==> src/rtl/fetch_redirect_ctrl.sv <==
// Fetch-unit sequencer: arbitrates branch/jump redirects, load-use stalls and imem waits.
// Control outputs are combinational from registered state; perf counters saturate.
module fetch_redirect_ctrl #(
  parameter int BOOT_CYCLES = 2,
  parameter int CNT_W       = 16
) (
  input  logic             Clk,
  input  logic             Reset,
  input  logic             ImemReady,
  input  logic             BranchTaken,
  input  logic [63:0]      BranchTarget,
  input  logic             JumpReq,
  input  logic [63:0]      JumpTarget,
  input  logic             LoadUseHazard,
  output logic             PCWrite,
  output logic             Jump,
  output logic [63:0]      NewPC,
  output logic             IFIDWrite,
  output logic             IFIDFlush,
  output logic             IDEXFlush,
  output logic [1:0]       State,
  output logic [CNT_W-1:0] StallCnt,
  output logic [CNT_W-1:0] RedirCnt
);

  typedef enum logic [1:0] {
    BOOT  = 2'd0,
    RUN   = 2'd1,
    STALL = 2'd2,
    REDIR = 2'd3
  } state_t;

  localparam int BW = $clog2(BOOT_CYCLES + 1);

  state_t           state, state_nxt;
  logic [63:0]      pending, pending_nxt;
  logic [63:0]      tgt;
  logic [BW-1:0]    boot_cnt;
  logic [CNT_W-1:0] stall_cnt, redir_cnt;
  logic             redir_acc;
  logic             boot_done;

  assign boot_done = (boot_cnt == BW'(BOOT_CYCLES - 1));

  always_comb begin
    PCWrite     = 1'b0;
    Jump        = 1'b0;
    NewPC       = '0;
    IFIDWrite   = 1'b0;
    IFIDFlush   = 1'b0;
    IDEXFlush   = 1'b0;
    state_nxt   = state;
    pending_nxt = pending;
    redir_acc   = 1'b0;
    tgt         = BranchTaken ? BranchTarget : JumpTarget;
    if (Reset) begin
      IFIDFlush = 1'b1;
      IDEXFlush = 1'b1;
      state_nxt = BOOT;
    end else begin
      case (state)
        BOOT: begin
          IFIDFlush = 1'b1;
          IDEXFlush = 1'b1;
          if (boot_done) state_nxt = RUN;
        end
        RUN: begin
          if (BranchTaken || JumpReq) begin
            // A jump keeps its ID-stage instruction moving; a branch squashes it.
            redir_acc = 1'b1;
            IFIDFlush = 1'b1;
            IDEXFlush = BranchTaken;
            if (ImemReady) begin
              Jump      = 1'b1;
              NewPC     = tgt;
              PCWrite   = 1'b1;
              IFIDWrite = 1'b1;
            end else begin
              pending_nxt = tgt;
              state_nxt   = REDIR;
            end
          end else if (LoadUseHazard) begin
            IDEXFlush = 1'b1;
          end else if (!ImemReady) begin
            IFIDWrite = 1'b1;
            IFIDFlush = 1'b1;
            state_nxt = STALL;
          end else begin
            PCWrite   = 1'b1;
            IFIDWrite = 1'b1;
          end
        end
        STALL: begin
          if (BranchTaken) begin
            redir_acc   = 1'b1;
            IFIDFlush   = 1'b1;
            IDEXFlush   = 1'b1;
            pending_nxt = BranchTarget;
            state_nxt   = REDIR;
          end else if (ImemReady) begin
            PCWrite   = 1'b1;
            IFIDWrite = 1'b1;
            state_nxt = RUN;
          end else begin
            IFIDWrite = 1'b1;
            IFIDFlush = 1'b1;
          end
        end
        REDIR: begin
          // Target is presented every cycle until imem can accept the PC load.
          Jump      = 1'b1;
          NewPC     = pending;
          IFIDFlush = 1'b1;
          if (ImemReady) begin
            PCWrite   = 1'b1;
            IFIDWrite = 1'b1;
            state_nxt = RUN;
          end
        end
        default: state_nxt = BOOT;
      endcase
    end
  end

  always_ff @(posedge Clk) begin
    if (Reset) begin
      state     <= BOOT;
      pending   <= '0;
      boot_cnt  <= '0;
      stall_cnt <= '0;
      redir_cnt <= '0;
    end else begin
      state    <= state_nxt;
      pending  <= pending_nxt;
      boot_cnt <= (state == BOOT) ? boot_cnt + 1'b1 : '0;
      if (state != BOOT && !PCWrite && stall_cnt != '1)
        stall_cnt <= stall_cnt + 1'b1;
      if (redir_acc && redir_cnt != '1)
        redir_cnt <= redir_cnt + 1'b1;
    end
  end

  assign State    = state;
  assign StallCnt = stall_cnt;
  assign RedirCnt = redir_cnt;

endmodule

==> config.mk <==
export PLATFORM = sky130hd
export DESIGN_NAME = fetch_redirect_ctrl
export DESIGN_NICKNAME = d
export VERILOG_FILES = /design/src/rtl/fetch_redirect_ctrl.sv
export SDC_FILE = /design/constraint.sdc
export NUM_CORES = 1
export LEC_CHECK = 0
export BUFFER_PORTS_ARGS = -buffer_cell sky130_fd_sc_hd__buf_2
export CAP_MARGIN = 20
export CORE_AREA = 2 2 150 152
export DETAILED_ROUTE_END_ITERATION = 16
export DIE_AREA = 0 0 152 154
export PLACE_DENSITY = 0.5
export SYNTH_ARGS = -nofsm -noshare
export SYNTH_HDL_FRONTEND = slang
export SYNTH_SLANG_ARGS = --single-unit
==> constraint.sdc <==
create_clock -name Clk -period 7.6 [get_ports Clk]
set_clock_uncertainty 0.05 [all_clocks]
set_input_delay 1.52 -clock Clk [delete_from_list [all_inputs] [get_ports Clk]]
set_output_delay 1.52 -clock Clk [all_outputs]
set_load 0.02 [all_outputs]
After elaboration in Yosys (flattened, before gate mapping)

Cells that the tools add are included.

Register bits: 100
Bits of input ports: 134
Output and inout port bits: 103
Logic and storage cells: 79

Add/subtract/negate cells: 3
Eq/ne operators: 13
Mux-type cells: 45
Bitwise gates (word level): 1
Reductions and logical operators: 12

Operators with widths:

| cell                                                                   | count |
|---|---|
| 64-bit 2-to-1 mux                                                      | 7 |
| 64-bit one-hot mux with 2 select lines                                 | 2 |
| 16-bit by 1-bit adder with 16-bit output (second input constant)       | 2 |
| 16-bit != test (second input constant)                                 | 2 |
| 1-bit 2-to-1 mux                                                       | 22 |
| 2-bit 2-to-1 mux                                                       | 7 |
| 1-bit one-hot mux with 3 select lines                                  | 4 |
| 3-bit != test (second input constant)                                  | 3 |
| 2-bit != test (second input constant)                                  | 4 |
| 2-bit one-hot mux with 4 select lines                                  | 1 |
| 4-bit AND reduction                                                    | 2 |
| 2-bit by 1-bit equality test with 1-bit output (second input constant) | 2 |
| 2-bit equality test (second input constant)                            | 2 |
| 1-bit one-hot mux with 2 select lines                                  | 2 |
| 2-bit nonzero test                                                     | 2 |
| 2-bit OR reduction                                                     | 2 |
| 1-bit logical AND                                                      | 3 |
| 2-bit by 1-bit adder with 2-bit output (second input constant)         | 1 |
| 2-bit zero test                                                        | 1 |
| 1-bit zero test                                                        | 1 |
| 1-bit logical OR                                                       | 1 |
| 1-bit NOT                                                              | 1 |

Depth between registers and ports, before layout

Gate-level depths: netlist of the first run.

Depth in word-level cells: 8
Gate-level depth with buffers: 9
Depth with buffers taken out: 7

Worst setup path before layout of the first run

No wires, ideal clock.

Kind: input to output
From: input ImemReady
To: output NewPC[34]
Data arrival time: 2.936 ns
Required time: 6.030 ns
Path slack: 3.094 ns
Stages: 7
Buffers on the path: 3
Path through: clkbuf_1 > inv_1 > nor2_1 > clkbuf_1 > buf_1 > a22oi_1 > nor2_1

Word-level cells in the longest chain between the ends: 4

RTL lines:

| item                                   | RTL line | RTL |
|---|---|---|
| start, declared                        | 9        | `input logic ImemReady,` |
| 64-bit 2-to-1 mux                      | 73       | `if (ImemReady) begin` |
| 64-bit 2-to-1 mux                      | 68       | `if (BranchTaken \|\| JumpReq) begin` |
| 64-bit one-hot mux with 2 select lines | 61       | `case (state)` |
| 64-bit 2-to-1 mux                      | 56       | `if (Reset) begin` |
| end, declared                          | 17       | `output logic [63:0] NewPC,` |

Every way passes these cells.

Worst setup path after layout of the first run

From: input BranchTaken
To: output NewPC[0]

Word-level cells in the longest chain between the ends: 5
Elaborated cells on any way between the ends: 6
Classes of those cells: mux: 5; reduce/logical: 1

RTL lines:

| item                                     | RTL line | RTL |
|---|---|---|
| start, declared                          | 10       | `input logic BranchTaken,` |
| 64-bit 2-to-1 mux                        | 55       | `tgt = BranchTaken ? BranchTarget : JumpTarget;` |
| 64-bit 2-to-1 mux                        | 73       |  |
| 64-bit 2-to-1 mux *                      | 68       |  |
| 64-bit one-hot mux with 2 select lines * | 61       |  |
| 64-bit 2-to-1 mux *                      | 56       |  |

Mark *: on every way between the ends. The rest lies on a longest branch, timed or not.

==> run metrics, run 1 <==
Startpoint Class primary input; most frequent cells in the layout buf_2, nor2_1, dfxtp_1; Reg-to-Reg Start State[1]; setup TNS 0 ps; Mapped Cells 842; Pre-antenna DRT Iters 4; worst path required time 6030 ps; Netlist cell types 46; max-slew violations 0; maximum fanout along the worst path 63; most common cell after layout, fill and taps aside buf_2; count of hold buffers inserted by post-cts repair 0; gr usage total between 15 and 20%; Row Count 54; Critical Path AT 3830 ps; Tightest Hold Check Type flop to flop; Skew-Pair Late Insertion Delay roughly 350 ps; # setup viols final 0; H-tree depth 3; Post-CTS Setup Inserts 0; initial antenna violation count 2; CTS Buf Count 9; chip height about 150 um; Area Overhead vs Synth 24.8%; Synthesis Warnings 0; Tmin final approximately 5400 ps; Remaining DRCs 0; Initial DRC Count between 300 and 400; Synth Flop Type dfxtp_1; DR vias 6797; Buf/Inv on CP 3; Max IR drop VDD between 0.09 and 0.1 mV; chip width ~150 um; R2R Setup Slk 4390 ps; Post-Synthesis Cell Area ~6400 um^2; share of cells above drive strength 1 between 30 and 40%; Synth async-reset ratio 0%; crit path kind primary input to output pin; clock tree sinks 100; crit-path cells buf_4 -> o21ai_0 -> nor2_4 -> buf_4 -> a22oi_1 -> nor2_1 -> buf_2; status finished, final reports clean; max-cap violations 0; drt via density ~5.2; RR Endpoint pending[2]; Total Wirelength 21900 um; Reg clk slew, reported paths 70 ps; average size of a mapped cell between 7 and 8 um^2; Initial Utilization between 20% and 30%; Max-Slew Margin vs Limit roughly a third; grt total ovfl 0; Least-Margin Pin Slew 986 ps; Post-synth EDFFs 0; TritonCTS clock tree done; post-synth net total between 900 and 1000; area of the core roughly 22000 um^2; clock root cell clkbuf_16; RD Place Congestion 0.765; Worst path depth 7; Worst Setup SP BranchTaken; worst r2r path cells 9; register area share after synthesis 31.2%; Max clock buf depth 2; placed cells roughly 1300; die area 23400 um^2; Leak Pwr 3.08 nW; Final period util between 70% and 80%; non-filler cells, final 1297; HPWL after DPL ~14000 um; CP endpoint kind output pin; routed len/inst around 17 um; slowest CP cell buf_4; fmax between 150 and 200 MHz; top-level I/O count 237; PortBufs around 240; vias in the first global route roughly 6400; CP dominant cell by count buf_4; critical path's largest stage delay 640 ps; Total Power around 1.8 mW; RSZ-0062 raised after global routing false; Final Hold Violating Endpoints 0; global-route wire length before repair 34600 um; NumNets Final between 1000 and 1500; pin count of the biggest net entering global routing 80; crit path to NewPC[0]; count of state elements after synthesis 100; pwr dens around 220 nW/um^2; Detail Route Antenna Nets 0; Gates resized, CTS repair 0; Top Family by Delay on Critical Path buffers and inverters
[area by class of cell]
type,count,area [um^2]
tap,280,350
sequential,100,2000
antenna,2,5.00
clock inverter,4,26.3
multi-input combinational,645,4080
timing repair buffer,246,1260
inverter,9,33.8
fill,2289,13700
clock buffer,11,243
[kinds of logic after synthesis]
group                    Yosys count  share of synthesized area (%)
buffers and inverters             97                           5.93
flip-flops                       100                           31.2
AO/OA/AOI/OAI                    243                           26.2
AND/OR/NAND/NOR                  309                           20.8
XOR/XNOR                          15                           2.05
multiplexers                      69                           12.1
adder cells (fa/ha/maj)            9                           1.76
[per-stage QoR]
| stage | hold slack (ps) | instance area (um^2) | setup WS, ps | utilization [%] |
|---|---|---|---|---|
| 2_1_floorplan | 348 | 6410 | 3090 | - |
| 3_3_place_gp | 360 | 7720 | 2170 | 35.6 |
| 3_5_place_dp | 363 | 7720 | 2110 | 35.6 |
| 4_1_cts | 373 | 7990 | 2120 | 36.9 |
| 5_1_grt | 388 | 7990 | 1940 | 36.9 |
| 6_report | 369 | 8000 | 2200 | 36.9 |
[routing by layer]
layer / vias to the layer above / part of all wire, % / track usage [%]
met3: 15 / 4.8 / 2.96
met4: 4 / 0.99 / 4.09
li1: 3414 / - / -
met5: - / 0.12 / 0
met2: 191 / 48 / 31.0
met1: 3173 / 46 / 23.2
[Yosys cell counts, types with 10 or more instances]
cell type	number	area share (%)
nor2_1	160	9.4
dfxtp_1	100	31
nand2_1	81	4.7
o21ai_0	77	6.0
clkbuf_1	75	4.4
mux2_2	66	12
a22oi_1	65	7.6
a311oi_1	64	8.7
a21oi_1	18	1.4
nand3_1	12	0.94
nand4_1	12	1.2
xnor2_1	11	1.5
buf_1	10	0.59
[how the worst min path moves through the flow]
stage / startpoint / endpoint / slack (ps) / depth (start not counted)
after floorplan: boot_cnt[0] / boot_cnt[0] / 350 / 1
after global placement: boot_cnt[0] / boot_cnt[0] / 360 / 1
after detailed placement: boot_cnt[0] / boot_cnt[0] / 360 / 1
after CTS: boot_cnt[0] / boot_cnt[0] / 370 / 1
after global routing: boot_cnt[0] / boot_cnt[0] / 390 / 1
final: boot_cnt[0] / boot_cnt[0] / 370 / 1
[power by group]
part,switching (mW),total [mW],internal [mW]
Combinational,0.403,0.635,0.232
Clock,0.206,0.435,0.229
Sequential,0.0707,0.712,0.641
Total,0.679,1.78,1.10
[sequential cells by signal, indices dropped and copies added, names as in the netlist]
name	count
State	2
RedirCnt	16
boot_cnt	2
pending	64
StallCnt	16
No activity file was read; power rests on OpenSTA's default activity.
==> inputs of run 2 (changes only) <==
Clock period 7.6 ns to 5 ns, I/O delays scaled along.
==> run 2 against run 1 <==
  * Cell count rose by 0.39%
  * Hold slack improved by 12 ps
  * Global-route usage rose by 0.81 points
  * First-iteration DRC count rose by 5.1%
  * Worst setup slack got worse by 1100 ps
  * Critical path depth did not move
  * Register-to-register slack got worse by 2500 ps
  * Design area rose by 1.3%
  * Via count rose by 1.0%
  * Clock power rose by 81%
  * Non-clock buffer count rose by 2
  * Sequential power rose by 53%
  * Largest power group unchanged
==> run metrics, run 2 (synthesis gave the netlist of run 1 again) <==
status finished, final reports clean; clock tree sinks 100 (unchanged); Tmin final between 3000 and 4000 ps; count of hold buffers inserted by post-cts repair 0 (unchanged); Final Util 37.4% (+0.48 points); worst path required time 3950 ps (-2080 ps); RD Place Congestion 0.767 (+0.35%); HPWL after DPL 14800 um (+4.0%); initial antenna violation count 6 (+4); Final period util 77.8%; chip height 154 um (unchanged); Initial DRC Count 415 (+5.1%); Pre-antenna DRT Iters 5 (+1); vias in the first global route 6813 (+6.6%); H-tree depth 3 (unchanged); Reg clk slew, reported paths 70 ps (about the same); Startpoint Class primary input; DR vias 6865 (+1.0%); Max-Slew Margin vs Limit 30.6% (-3.5 points); CTS Buf Count 9 (unchanged); non-filler cells, final 1302 (+0.39%); Max clock buf depth 2 (unchanged); Final Hold Violating Endpoints 0 (unchanged); Detail Route Antenna Nets 0 (unchanged); max-cap violations 0 (unchanged); most frequent cells in the layout buf_2, nor2_1, dfxtp_1; # setup viols final 0 (unchanged); setup TNS 0 ps (unchanged); Leak Pwr 3.12 nW (+1.5%); Max IR drop VDD 0.187 mV (+100%); most common cell after layout, fill and taps aside buf_2; Total Wirelength 22500 um (+3.1%); chip width 152 um (unchanged); global-route wire length before repair 36100 um (+4.2%); die area 23400 um^2 (unchanged); pwr dens 353 nW/um^2 (+58%); max reg flops 64 (unchanged); Least-Margin Pin Slew 1040 ps (+55.0 ps); CP endpoint kind output pin; Row Count 54 (unchanged); Tightest Hold Check Type flop to flop; Total Power 2.86 mW (+60%); NumNets Final 1156 (+0.17%); clock root cell clkbuf_16; routed len/inst 17.3 um (+2.7%); maximum fanout along the worst path 65 (+3.2%); top-level I/O count 237 (unchanged); Remaining DRCs 0 (unchanged); placed cells 1282 (+0.16%); drt via density 5.27 (+0.61%); crit path kind primary input to output pin; Gates resized, CTS repair 0 (unchanged); FILL cells 2330 (+1.8%); max-slew violations 0 (unchanged); area of the core 21700 um^2 (unchanged); Area Overhead vs Synth 26.4%; Post-CTS Setup Inserts 0 (unchanged); TritonCTS clock tree done; RSZ-0062 raised after global routing false; share of cells above drive strength 1 33.0% (+0.099 points); Initial Utilization 29.6% (unchanged); Skew-Pair Late Insertion Delay 350 ps (about the same); pin count of the biggest net entering global routing 90 (+13%); Critical Path AT 2840 ps (-990 ps); fmax 257 MHz; largest reg by FF count pending; gr usage total 18.7% (+0.81 points); grt total ovfl 0 (unchanged); PortBufs 236 (unchanged)
## run 2: metal layers
layer  track usage (%)  part of all wire, %  up-vias
li1                  -                    -     3436
met4              6.50                  1.7        2
met2              31.3                   48      205
met5                 0                0.049        -
met3              2.82                  5.2       22
met1              24.4                   45     3200
## run 2: through the flow
| step | hold WS, ps | setup slack (ps) | cell area (um^2) |
|---|---|---|---|
| 6_report | 381 | 1110 | 8100 |
| 5_1_grt | 403 | 953 | 8100 |
| 4_1_cts | 382 | 1120 | 8090 |
| 3_5_place_dp | 372 | 1130 | 7760 |
| 3_3_place_gp | 359 | 1160 | 7760 |
| 2_1_floorplan | 348 | 1530 | 6410 |
## run 2: power by group
part / total, mW / switching (mW) / internal, mW
clock: 0.789 / 0.321 / 0.468
combinational: 0.983 / 0.622 / 0.361
sequential: 1.09 / 0.113 / 0.974
## run 2: final timing paths
kind | start | end | slack [ps] | depth (start not counted)
worst max register to register | State[0] | StallCnt[15] | 1920 | 6
worst min-delay path | boot_cnt[0] | boot_cnt[0] | 380 | 1
worst min register to register | boot_cnt[0] | boot_cnt[0] | 380 | 1
worst max-delay path | BranchTaken | NewPC[0] | 1110 | 7
## run 2: worst max-delay path, cell delays in order
cell and delay, ps:
buf_4 450, o21ai_0 330, nor2_4 180, buf_12 320, a22oi_1 130, nor2_1 170
buf_2 200
## run 2: final cells by class
| cell class | count | area [um^2] | share of cell area (%) |
|---|---|---|---|
| clock inverters | 3 | 68.8 | 0.849 |
| flip-flops and latches | 100 | 2000 | 24.7 |
| clock buffers | 13 | 260 | 3.21 |
| diodes | 4 | 10.0 | 0.124 |
| inverters | 9 | 33.8 | 0.417 |
| repair buffers | 248 | 1300 | 16.1 |
| multi-input cells | 645 | 4080 | 50.3 |
| well taps | 280 | 350 | 4.32 |
==> inputs of run 3 (changes only) <==
Clock period 5 ns to 4 ns, I/O delays scaled along.
==> run 3 against run 2 <==
  * Power up 23%
  * Clock power grew 17%
  * Hold slack lost 1.6 ps
  * Cell count is 0.15% lower
  * Sequential cell count is the same
  * Critical path depth is 2 lower
  * Core utilization rose by 0.16 points
  * Critical path type is now flop to output pin
  * Non-clock buffer count increased by 1
  * Die area unchanged
  * Via count up 0.79%
  * Combinational power is 26% higher
  * Routed wire length down 1.3%
==> run metrics, run 3 (synthesis gave the netlist of run 1 again) <==
gr usage total 18.5% (-0.19 points); Reg clk slew, reported paths 70 ps (about the same); crit-path cells ha_2 -> buf_4 -> a22oi_1 -> nor2_1 -> buf_2; post-route cell area 8140 um^2 (+0.42%); R2R Setup Slk 1160 ps (-760 ps); sink of the worst hold path boot_cnt[0]; pre-CTS setup slack 679 ps (-452 ps); Initial Utilization 29.6% (unchanged); worst path required time 3150 ps (-800 ps); Max-Slew Margin vs Limit 30.9% (+0.35 points); Least-Margin Pin Slew 1030 ps (-8.24 ps); chip width 152 um (unchanged); Detail Route Antenna Nets 0 (unchanged); critical path's largest stage delay 680 ps (+230 ps); most common cell after layout, fill and taps aside buf_2; top-level I/O count 237 (unchanged); Final Hold Violating Endpoints 0 (unchanged); met2 usage 31.2% (-0.13 points); NumNets Final 1157 (+0.087%); hold path start boot_cnt[0]; area of the core 21700 um^2 (unchanged); RSZ-0062 raised after global routing false; Tmin final roughly 3500 ps; Leak Pwr 3.13 nW (+0.27%); Skew-Pair Late Insertion Delay 350 ps (about the same); TritonCTS clock tree done; most frequent cells in the layout buf_2, nor2_1, dfxtp_1; Initial DRC Count 385 (-7.2%); Max clock buf depth 2 (unchanged); grt total ovfl 0 (unchanged); DR vias 6919 (+0.79%); PortBufs 236 (unchanged); Max IR drop VDD 0.184 mV (-1.4%); maximum fanout along the worst path 43 (-34%); global-route wire length before repair 35800 um (-0.82%); Tightest Hold Check Type flop to flop; clock root cell clkbuf_16; Reg-to-Reg Start State[1]; vias in the first global route 6588 (-3.3%); # setup viols final 0 (unchanged); largest reg by FF count pending; max reg flops 64 (unchanged); count of hold buffers inserted by post-cts repair 0 (unchanged); setup TNS 0 ps (unchanged); die area 23400 um^2 (unchanged); crit path kind flop to output pin; Remaining DRCs 0 (unchanged); Final period util slightly below 90%; RD Place Congestion 0.750 (-2.3%); clock tree sinks 100 (unchanged); GRT met1 Usage 23.7% (-0.73 points); pin count of the biggest net entering global routing 129 (+43%); Area after DPL 7830 um^2 (+0.84%); fmax roughly 290 MHz; Total Wirelength 22300 um (-1.3%); Critical Path AT 2650 ps (-190 ps); initial antenna violation count 5 (-1); drt via density 5.32 (+0.94%); worst r2r path cells 7 (+1); share of cells above drive strength 1 33.1% (+0.066 points); chip height 154 um (unchanged); Worst Setup SP State[1]; Top Usage Layer GRT met2; H-tree depth 3 (unchanged); max-slew violations 0 (unchanged); Hold Slack 379 ps (-1.65 ps); status finished, final reports clean; met3 usage 3.75% (+0.93 points); Pre-antenna DRT Iters 5 (unchanged); Hold Path Depth 1 (unchanged); Post-CTS Setup Inserts 0 (unchanged); worst setup margin 503 ps (-607 ps); CTS Buf Count 9 (unchanged); FILL cells 2311 (-0.82%); RR Endpoint StallCnt[15]; max-cap violations 0 (unchanged); routed len/inst 17.1 um (-1.1%); Gates resized, CTS repair 0 (unchanged); pwr dens 433 nW/um^2 (+23%); Startpoint Class flop; CP endpoint kind output pin; Row Count 54 (unchanged); slowest CP cell ha_2; HPWL after DPL 14800 um (about the same); Area Overhead vs Synth 27.0%
==> run 3: cell count changes in the layout (fill, tap and decap cells not counted), moves of 2 or more <==
| cell | delta |
|---|---|
| clkinvlp_4 | +2 |
| buf_12 | +3 |
| diode_2 | -3 |
| buf_4 | -3 |
==> run 3: routing by layer <==
metal  vias to the layer above  wire length (um)
met5                         -                52
met4                         8               316
met3                        26              1300
met2                       223             10600
met1                      3243             10000
li1                       3419                 -
==> run 3: per-stage QoR <==
step | total power, mW | utilization, % | cells
finish | 3.52 | 37.5 | 1300
global route | 3.77 | 37.5 | 1299
CTS | 3.57 | 37.5 | 1299
detailed placement | 2.63 | 36.1 | 1283
global placement | 2.61 | 36.0 | 1282
floorplan | 2.23 | - | 842
==> run 3: area by class of cell <==
cell class	instances	area, um^2	share of cell area [%]
diodes	1	2.50	0.0308
clock buffers	13	260	3.20
clock inverters	3	45.0	0.554
inverters	9	33.8	0.415
multi-input cells	645	4080	50.1
flip-flops and latches	100	2000	24.6
well taps	280	350	4.31
repair buffers	249	1370	16.8
==> run 3: worst max-delay path: cells and delay by family, from the launching register on <==
family / cells / cell delay [ps]
flip-flops: 1 / 460
AND/OR/NAND/NOR: 1 / 150
buffers and inverters: 2 / 780
adder cells (fa/ha/maj): 1 / 680
AO/OA/AOI/OAI: 1 / 180
==> run 3: worst max path at each step <==
stage                   end  slack (ps)  depth (start not counted)
2_1_floorplan     NewPC[34]         890                          8
3_3_place_gp      NewPC[51]         610                          5
3_5_place_dp   StallCnt[15]         680                          6
4_1_cts           NewPC[21]         470                          5
5_1_grt           NewPC[54]         280                          6
6_report          NewPC[12]         500                          5
==> run 3: report_power, final <==
part           total [mW]  internal (mW)  switching, mW  leakage [nW]
clock               0.920          0.521          0.399         0.142
combinational        1.24          0.471          0.773          2.18
sequential           1.36           1.22          0.139         0.814
total                3.52           2.21           1.31          3.13
